===== src/rtl/ps2_hid_multi_pkg.sv =====
// Shared scan codes, HID bit positions, frame FSM states and the key map
// for the PS/2 to arcade-HID converter.
package ps2_hid_pkg;

  localparam logic [7:0] SC_EXT   = 8'hE0;
  localparam logic [7:0] SC_REL   = 8'hF0;
  localparam logic [7:0] SC_PAUSE = 8'hE1;

  // Arrow keys with E0, keypad 8/2/4/6 without
  localparam logic [7:0] SC_UP = 8'h75, SC_DW = 8'h72, SC_LF = 8'h6B, SC_RG = 8'h74;

  localparam logic [7:0] SC_F = 8'h2B, SC_D = 8'h23, SC_S = 8'h1B, SC_A = 8'h1C;
  localparam logic [7:0] SC_V = 8'h2A, SC_C = 8'h21, SC_X = 8'h22, SC_Z = 8'h1A;
  localparam logic [7:0] SC_1 = 8'h16, SC_2 = 8'h1E, SC_3 = 8'h26, SC_4 = 8'h25;

  localparam logic [7:0] SC_Q = 8'h15, SC_W = 8'h1D, SC_E = 8'h24, SC_R = 8'h2D;
  localparam logic [7:0] SC_U = 8'h3C, SC_I = 8'h43, SC_O = 8'h44, SC_P = 8'h4D;
  localparam logic [7:0] SC_5 = 8'h2E, SC_6 = 8'h36, SC_7 = 8'h3D, SC_8 = 8'h3E;

  localparam logic [3:0] IDX_UP = 4'd0,  IDX_DW = 4'd1,  IDX_LF = 4'd2,  IDX_RG = 4'd3;
  localparam logic [3:0] IDX_T0 = 4'd4,  IDX_T1 = 4'd5,  IDX_T2 = 4'd6,  IDX_T3 = 4'd7;
  localparam logic [3:0] IDX_T4 = 4'd8,  IDX_T5 = 4'd9,  IDX_T6 = 4'd10, IDX_T7 = 4'd11;
  localparam logic [3:0] IDX_S1 = 4'd12, IDX_S2 = 4'd13, IDX_CR = 4'd14, IDX_RS = 4'd15;

  typedef enum logic [1:0] {ST_IDLE, ST_DATA, ST_PARITY, ST_STOP} frame_state_t;

  typedef struct packed {
    logic       hit;
    logic       player;
    logic [3:0] idx;
  } key_hit_t;

  function automatic key_hit_t key_at(input logic player, input logic [3:0] idx);
    key_hit_t k;
    k.hit    = 1'b1;
    k.player = player;
    k.idx    = idx;
    return k;
  endfunction

  function automatic key_hit_t map_key(input logic ext, input logic [7:0] code,
                                       input logic two_players);
    key_hit_t m;
    // NOTE: default the whole result first so no path leaves it unassigned (no latch).
    m = '0;
    if (ext) begin
      case (code)
        SC_UP:   m = key_at(1'b0, IDX_UP);
        SC_DW:   m = key_at(1'b0, IDX_DW);
        SC_LF:   m = key_at(1'b0, IDX_LF);
        SC_RG:   m = key_at(1'b0, IDX_RG);
        default: m = '0;
      endcase
    end else begin
      case (code)
        // Keypad directions belong to player 1, or to player 0 in a one-player build
        SC_UP:   m = key_at(two_players, IDX_UP);
        SC_DW:   m = key_at(two_players, IDX_DW);
        SC_LF:   m = key_at(two_players, IDX_LF);
        SC_RG:   m = key_at(two_players, IDX_RG);
        SC_F:    m = key_at(1'b0, IDX_T7);
        SC_D:    m = key_at(1'b0, IDX_T6);
        SC_S:    m = key_at(1'b0, IDX_T5);
        SC_A:    m = key_at(1'b0, IDX_T4);
        SC_V:    m = key_at(1'b0, IDX_T3);
        SC_C:    m = key_at(1'b0, IDX_T2);
        SC_X:    m = key_at(1'b0, IDX_T1);
        SC_Z:    m = key_at(1'b0, IDX_T0);
        SC_1:    m = key_at(1'b0, IDX_S1);
        SC_2:    m = key_at(1'b0, IDX_S2);
        SC_3:    m = key_at(1'b0, IDX_CR);
        SC_4:    m = key_at(1'b0, IDX_RS);
        SC_Q:    m = key_at(1'b1, IDX_T7);
        SC_W:    m = key_at(1'b1, IDX_T6);
        SC_E:    m = key_at(1'b1, IDX_T5);
        SC_R:    m = key_at(1'b1, IDX_T4);
        SC_U:    m = key_at(1'b1, IDX_T3);
        SC_I:    m = key_at(1'b1, IDX_T2);
        SC_O:    m = key_at(1'b1, IDX_T1);
        SC_P:    m = key_at(1'b1, IDX_T0);
        SC_5:    m = key_at(1'b1, IDX_S1);
        SC_6:    m = key_at(1'b1, IDX_S2);
        SC_7:    m = key_at(1'b1, IDX_CR);
        SC_8:    m = key_at(1'b1, IDX_RS);
        default: m = '0;
      endcase
    end
    if (m.player && !two_players) m.hit = 1'b0;
    return m;
  endfunction

endpackage


===== src/rtl/ps2_hid_multi_rx_frame.sv =====
// PS/2 receiver: pin synchroniser, falling-edge detect, 11-bit frame FSM
// with start/parity/stop validation and a stalled-frame timeout.
module ps2_rx_frame
  import ps2_hid_pkg::*;
#(
  parameter int TIMEOUT_CYC = 50000,
  parameter int SYNC_STAGES = 2
) (
  input  logic       clk,
  input  logic       reset_n,
  input  logic       ps2_clk,
  input  logic       ps2_dat,
  output logic [7:0] rx_byte,
  output logic       byte_valid,
  output logic       rx_err
);

  localparam int TW = ($clog2(TIMEOUT_CYC + 1) > 17) ? $clog2(TIMEOUT_CYC + 1) : 17;

  logic [SYNC_STAGES-1:0] clk_sync;
  logic [SYNC_STAGES-1:0] dat_sync;
  logic                   clk_prev;
  logic                   fall;
  logic                   dat_s;

  frame_state_t state;
  logic [2:0]   bit_cnt;
  logic [7:0]   shreg;
  logic         parity;
  logic [TW-1:0] tcnt;

  assign dat_s   = dat_sync[SYNC_STAGES-1];
  assign fall    = clk_prev & ~clk_sync[SYNC_STAGES-1];
  assign rx_byte = shreg;

  // Lines idle high, so the chain resets to ones to avoid a false edge
  always_ff @(posedge clk or negedge reset_n) begin
    if (!reset_n) begin
      clk_sync <= '1;
      dat_sync <= '1;
      clk_prev <= 1'b1;
    end else begin
      // NOTE: sequential state uses non-blocking assignments so every flop samples pre-edge values.
      clk_sync <= {clk_sync[SYNC_STAGES-2:0], ps2_clk};
      dat_sync <= {dat_sync[SYNC_STAGES-2:0], ps2_dat};
      clk_prev <= clk_sync[SYNC_STAGES-1];
    end
  end

  always_ff @(posedge clk or negedge reset_n) begin
    if (!reset_n) begin
      state      <= ST_IDLE;
      bit_cnt    <= 3'd0;
      shreg      <= 8'h00;
      parity     <= 1'b0;
      tcnt       <= '0;
      byte_valid <= 1'b0;
      rx_err     <= 1'b0;
    end else begin
      byte_valid <= 1'b0;
      rx_err     <= 1'b0;
      if (fall) begin
        // An edge always beats a coincident timeout
        tcnt <= '0;
        case (state)
          ST_IDLE: begin
            if (!dat_s) begin
              state   <= ST_DATA;
              bit_cnt <= 3'd0;
            end
          end
          ST_DATA: begin
            shreg   <= {dat_s, shreg[7:1]};
            bit_cnt <= bit_cnt + 3'd1;
            if (bit_cnt == 3'd7) state <= ST_PARITY;
          end
          ST_PARITY: begin
            parity <= dat_s;
            state  <= ST_STOP;
          end
          ST_STOP: begin
            if ((^{shreg, parity}) && dat_s) byte_valid <= 1'b1;
            else                             rx_err     <= 1'b1;
            state <= ST_IDLE;
          end
          default: state <= ST_IDLE;
        endcase
      end else if (state != ST_IDLE) begin
        if (tcnt == TW'(TIMEOUT_CYC - 1)) begin
          state  <= ST_IDLE;
          rx_err <= 1'b1;
          tcnt   <= '0;
        end else begin
          tcnt <= tcnt + TW'(1);
        end
      end
    end
  end

endmodule


===== src/rtl/ps2_hid_multi.sv =====
// PS/2 keyboard to arcade-HID converter: frame receiver, E0/F0/E1 prefix
// decoder, per-player key map and active-low button registers.
module ps2_hid_multi
  import ps2_hid_pkg::*;
#(
  parameter int NUM_PLAYERS = 2,
  parameter int TIMEOUT_CYC = 50000,
  parameter int SYNC_STAGES = 2
) (
  input  logic                      clk,
  input  logic                      reset_n,
  input  logic                      ps2_clk,
  input  logic                      ps2_dat,
  output logic [16*NUM_PLAYERS-1:0] hidout_n,
  output logic [3:0]                hidfunc,
  output logic                      rx_err
);

  logic [7:0]                rx_byte;
  logic                      byte_valid;
  logic                      ext;
  logic                      rel;
  logic [2:0]                skip;
  logic [16*NUM_PLAYERS-1:0] hid;
  logic [15:0]               p0;
  logic [4:0]                sel;
  key_hit_t                  key;

  ps2_rx_frame #(
    .TIMEOUT_CYC(TIMEOUT_CYC),
    .SYNC_STAGES(SYNC_STAGES)
  ) u_rx (
    .clk       (clk),
    .reset_n   (reset_n),
    .ps2_clk   (ps2_clk),
    .ps2_dat   (ps2_dat),
    .rx_byte   (rx_byte),
    .byte_valid(byte_valid),
    .rx_err    (rx_err)
  );

  assign key = map_key(ext, rx_byte, NUM_PLAYERS == 2);
  assign sel = {key.player, key.idx};

  always_ff @(posedge clk or negedge reset_n) begin
    if (!reset_n) begin
      ext  <= 1'b0;
      rel  <= 1'b0;
      skip <= 3'd0;
      hid  <= '0;
    end else if (rx_err) begin
      // A broken frame may have eaten a key byte, so drop any pending prefix
      ext <= 1'b0;
      rel <= 1'b0;
    end else if (byte_valid) begin
      if (skip != 3'd0) begin
        skip <= skip - 3'd1;
      end else if (rx_byte == SC_PAUSE) begin
        skip <= 3'd7;
      end else if (rx_byte == SC_EXT) begin
        ext <= 1'b1;
      end else if (rx_byte == SC_REL) begin
        rel <= 1'b1;
      end else begin
        for (int i = 0; i < 16*NUM_PLAYERS; i++) begin
          if (key.hit && int'(sel) == i) hid[i] <= ~rel;
        end
        ext <= 1'b0;
        rel <= 1'b0;
      end
    end
  end

  assign hidout_n = ~hid;
  assign p0       = hid[15:0];
  assign hidfunc  = {4{p0[IDX_RS]}} &
                    {p0[IDX_T5], p0[IDX_T6], p0[IDX_T7], ~(p0[IDX_T5] | p0[IDX_T6] | p0[IDX_T7])};

endmodule


===== config.mk =====
export PLATFORM = sky130hd
export DESIGN_NAME = ps2_hid_multi
export DESIGN_NICKNAME = d
export VERILOG_FILES = /design/src/rtl/ps2_hid_multi_pkg.sv /design/src/rtl/ps2_hid_multi_rx_frame.sv /design/src/rtl/ps2_hid_multi.sv
export SDC_FILE = /design/constraint.sdc
export NUM_CORES = 1
export LEC_CHECK = 0
export CORE_MARGIN = 2
export CORE_UTILIZATION = 50
export CTS_BUF_LIST = sky130_fd_sc_hd__clkbuf_16
export DETAILED_ROUTE_END_ITERATION = 8
export PLACE_DENSITY_LB_ADDON = 0.05
export SETUP_SLACK_MARGIN = 0.4
export SYNTH_ARGS = -nofsm -noshare
export SYNTH_HDL_FRONTEND = slang
export SYNTH_SLANG_ARGS = --single-unit

===== constraint.sdc =====
create_clock -name clk -period 2.6 [get_ports clk]
set_clock_uncertainty 0.1 [all_clocks]
set_input_delay 0.52 -clock clk [delete_from_list [all_inputs] [get_ports clk]]
set_output_delay 0.52 -clock clk [all_outputs]
set_load 0.01 [all_outputs]

==> results by group <==
Worst setup path
  – Worst EP required: 2.72 ns
  – Top fanout value on the critical path: 8
  – R2r startpoint: u_rx.rx_byte[1]$_DFFE_PN0P_
  – Critical register-to-register path endpoint: hid[25]$_DFFE_PN0P_
  – Data arrival time of the critical path: 2.84 ns
  – Critical path class: reg2reg
  – Endpoint class of the critical path: flop
  – Chain of cells forming the critical path: inv_4, ha_4, a21boi_2, o31a_1, o32a_1, a2111o_1, or3b_4, o31ai_1
  – Worst reg2reg path depth: 8
  – CP max stage cell: sky130_fd_sc_hd__dfrtp_2
  – Reg-to-reg slack, setup: -0.11 ns
  – Startpoint kind of the worst setup timing path: flop
  – Maximum single-stage delay on the critical path: 0.48 ns

Floorplan
  – Core Rows: 33
  – Starting Density: 0.521
  – Die Y: 97.0 microns
  – Die W: just under 100 microns
  – Core box area: approximately 0.0083 sq mm
  – Floorplan die area: 0.00941 sq mm
  – Number of top-level pins: 41

Place
  – Setup slack at placement: -0.142 ns
  – Weighted congestion reported at the end of routability-driven placement: 0.879
  – Dpl hpwl: 7.65 mm
  – Placed cell area: 0.00537 sq mm
  – Number of input and output port buffers inserted: 40

Route
  – Total number of vias: 3942
  – Remaining design rule violation count: 0
  – Number of nets still failing antenna checks after routing: 0
  – Total Routed Length: 12.2 mm
  – Initial drt markers: 229
  – Per-cell routed wire length: 17.8 microns
  – Vias per Instance: between 5 and 6
  – Count of TritonRoute iterations in the first routing pass: 6

Timing
  – Max-slew violation total from the final report: 0
  – Minimum hold slack: 0.0399 ns
  – Final critical-path share of the clock period: 1.04
  – Setup TNS: -0.777 ns
  – Achievable frequency: 369 MHz
  – Final setup fails: 20
  – Unrepaired setup endpoints after global routing: yes
  – Post-layout minimum cycle time: 2.71 ns
  – Hold Vio Cnt, Final: 0
  – Crit path setup slack, layout: -0.112 ns
  – Normalized max-slew margin: 0.623
  – Transition time at the pin with the least slew margin: 0.565 ns

Yosys
  – Area of the mapped netlist: roughly 0.0043 sq mm
  – Synthesized area per cell: 9.12 sq um
  – Share of the yosys chip area belonging to registers: 0.436
  – Most used DFF post-synth: sky130_fd_sc_hd__dfrtp_1
  – Portion of synthesized cell area occupied by the leading cell type: 0.405
  – Post-synthesis sequential element count: 75
  – Synth async-reset ratio: 1.00
  – Total of warnings raised by yosys: 0
  – Number of enable flip-flop cells after synthesis: 0
  – Instance count of the mapped netlist: about 470
  – Synth top cells by count: sky130_fd_sc_hd__dfrtp_1, sky130_fd_sc_hd__inv_1, sky130_fd_sc_hd__nand2_1
  – Top post-synthesis cells by area: sky130_fd_sc_hd__dfrtp_1, sky130_fd_sc_hd__mux2i_1, sky130_fd_sc_hd__ha_1
  – Library cells used by synthesis: 62
  – Nets in the synthesized netlist: 494
  – Cell type contributing the most total cell area after synthesis: sky130_fd_sc_hd__dfrtp_1
  – Count leader, synth: sky130_fd_sc_hd__dfrtp_1

Clock network
  – TritonCTS Buffers: 9
  – CTS max path bufs: 2
  – Clock transition at path regs: about 0.06 ns
  – H-tree Lvls: 3
  – Clock tree from TritonCTS: built
  – Root Driver: sky130_fd_sc_hd__clkbuf_16
  – Clock latency reported for the late side of the worst-skew pair: around 0.33 ns
  – Number of clock sinks: 75

Hold path
  – Worst hold path class: in2async

Run status
  – Outcome: finished, violations left
  – Failing checks: negative setup slack

Final layout
  – Share of cells above drive strength 1: 0.328
  – Final design area excluding fillers: 0.00646 sq mm
  – Area occupied by registers: 0.00189 sq mm
  – Number of inserted diodes: 0
  – Layout filler cell count: 541
  – Multi-input combinational cell area: 0.00277 sq mm
  – Synthesis-to-layout area growth: 49.6%
  – Total Nets Final: a little under 600

Global routing
  – Number of antenna violations at the first check in global routing: 0
  – Wire length of the first global-routing pass: 18.9 mm
  – Maximum number of pins on one net before global-route repair: 41
  – Vias in the first global route: 3842
  – Overflow left after global routing: 0
  – Global router's overall resource usage: 0.247

Pwr
  – Ratio of total power to cell area: approximately 950 mW/mm^2
  – Peak VDD IR: a little over 800 uV
  – Total power: 6120 uW
  – Leakage power total: approximately 0.0029 uW

Flow run
  – Number of max-cap violations: 0
==> repair_timing <==
item	4_1_cts	5_1_grt
pin swaps	10	21
gates resized for setup	52	73
hold buffers	0	0
setup buffers	6	13
endpoints found under the setup margin	33	48
cloned	0	1
==> placed cells by master, fill, tap and decap left out, types with 14 or more instances in the layout <==
cell,n
sky130_fd_sc_hd__a21oi_1,14
sky130_fd_sc_hd__buf_4,56
sky130_fd_sc_hd__buf_6,14
sky130_fd_sc_hd__clkdlybuf4s50_1,38
sky130_fd_sc_hd__dfrtp_1,67
sky130_fd_sc_hd__inv_1,47
sky130_fd_sc_hd__mux2i_1,30
sky130_fd_sc_hd__nand2_1,32
sky130_fd_sc_hd__nor2_1,30
sky130_fd_sc_hd__nor3_4,27
sky130_fd_sc_hd__o21ai_0,20
==> worst max-delay path: cells and delay by family (launching register included) <==
kind | cells | cell delay (ns)
adder cells (fa/ha/maj) | 1 | 0.14
AO/OA/AOI/OAI | 5 | 1.33
flip-flops | 1 | 0.48
buffers and inverters | 1 | 0.12
AND/OR/NAND/NOR | 1 | 0.44
==> routing by layer <==
metal  part of all wire  up-vias  global-route usage
met5                  0        -                   0
met4              0.026        0              0.0748
met3              0.050       41              0.0462
met2               0.51      130               0.410
met1               0.42     1920               0.331
li1                   -     1851                   -
==> cell families after synthesis <==
family	share of synthesized area
multiplexers	0.0825
XOR/XNOR	0.0405
AND/OR/NAND/NOR	0.179
adder cells (fa/ha/maj)	0.0463
AO/OA/AOI/OAI	0.140
flip-flops	0.436
buffers and inverters	0.0758
==> how the worst max path moves through the flow <==
stage | depth (start not counted) | slack [ns] | end | start
2_1_floorplan | 11 | -0.02 | hid[24]$_DFFE_PN0P_ | u_rx.rx_byte[1]$_DFFE_PN0P_
3_3_place_gp | 8 | -0.10 | hid[24]$_DFFE_PN0P_ | u_rx.rx_byte[0]$_DFFE_PN0P_
3_5_place_dp | 9 | -0.14 | hid[26]$_DFFE_PN0P_ | u_rx.rx_byte[0]$_DFFE_PN0P_
4_1_cts | 9 | -0.01 | hid[27]$_DFFE_PN0P_ | u_rx.rx_byte[1]$_DFFE_PN0P_
5_1_grt | 8 | -0.18 | hid[27]$_DFFE_PN0P_ | u_rx.rx_byte[1]$_DFFE_PN0P_
6_report | 8 | -0.11 | hid[25]$_DFFE_PN0P_ | u_rx.rx_byte[1]$_DFFE_PN0P_
==> per-stage QoR <==
step,cells,util
3_5_place_dp,650,0.648
2_1_floorplan,474,-
5_1_grt,685,0.779
4_1_cts,671,0.717
6_report,685,0.779
3_3_place_gp,650,0.648
==> power by group <==
group / switching [uW] / leakage (uW) / internal (uW) / total, uW
Sequential: 219 / 0.00100 / 1330 / 1550
Clock: 501 / 0.000142 / 739 / 1240
Combinational: 1750 / 0.00173 / 1580 / 3330
Total: 2470 / 0.00287 / 3650 / 6120
==> flip-flops by register name, indices dropped and copies added (netlist names) <==
register and count:
skip 3, u_rx.clk_prev 1, u_rx.rx_err 1, rel 1, u_rx.bit_cnt 3, hid 32, u_rx.clk_sync 2, u_rx.rx_byte 8
u_rx.tcnt 17, u_rx.dat_sync 2, ext 1, u_rx.state 2, u_rx.parity 1, u_rx.byte_valid 1
==> layout make-up <==
class	count	share of cell area
clock buffers	9	0.0348
flip-flops and latches	75	0.292
repair buffers	120	0.184
well taps	105	0.0203
inverters	50	0.0298
multi-input cells	320	0.429
clock inverters	6	0.0101
Power figures use the tool's default switching activity.
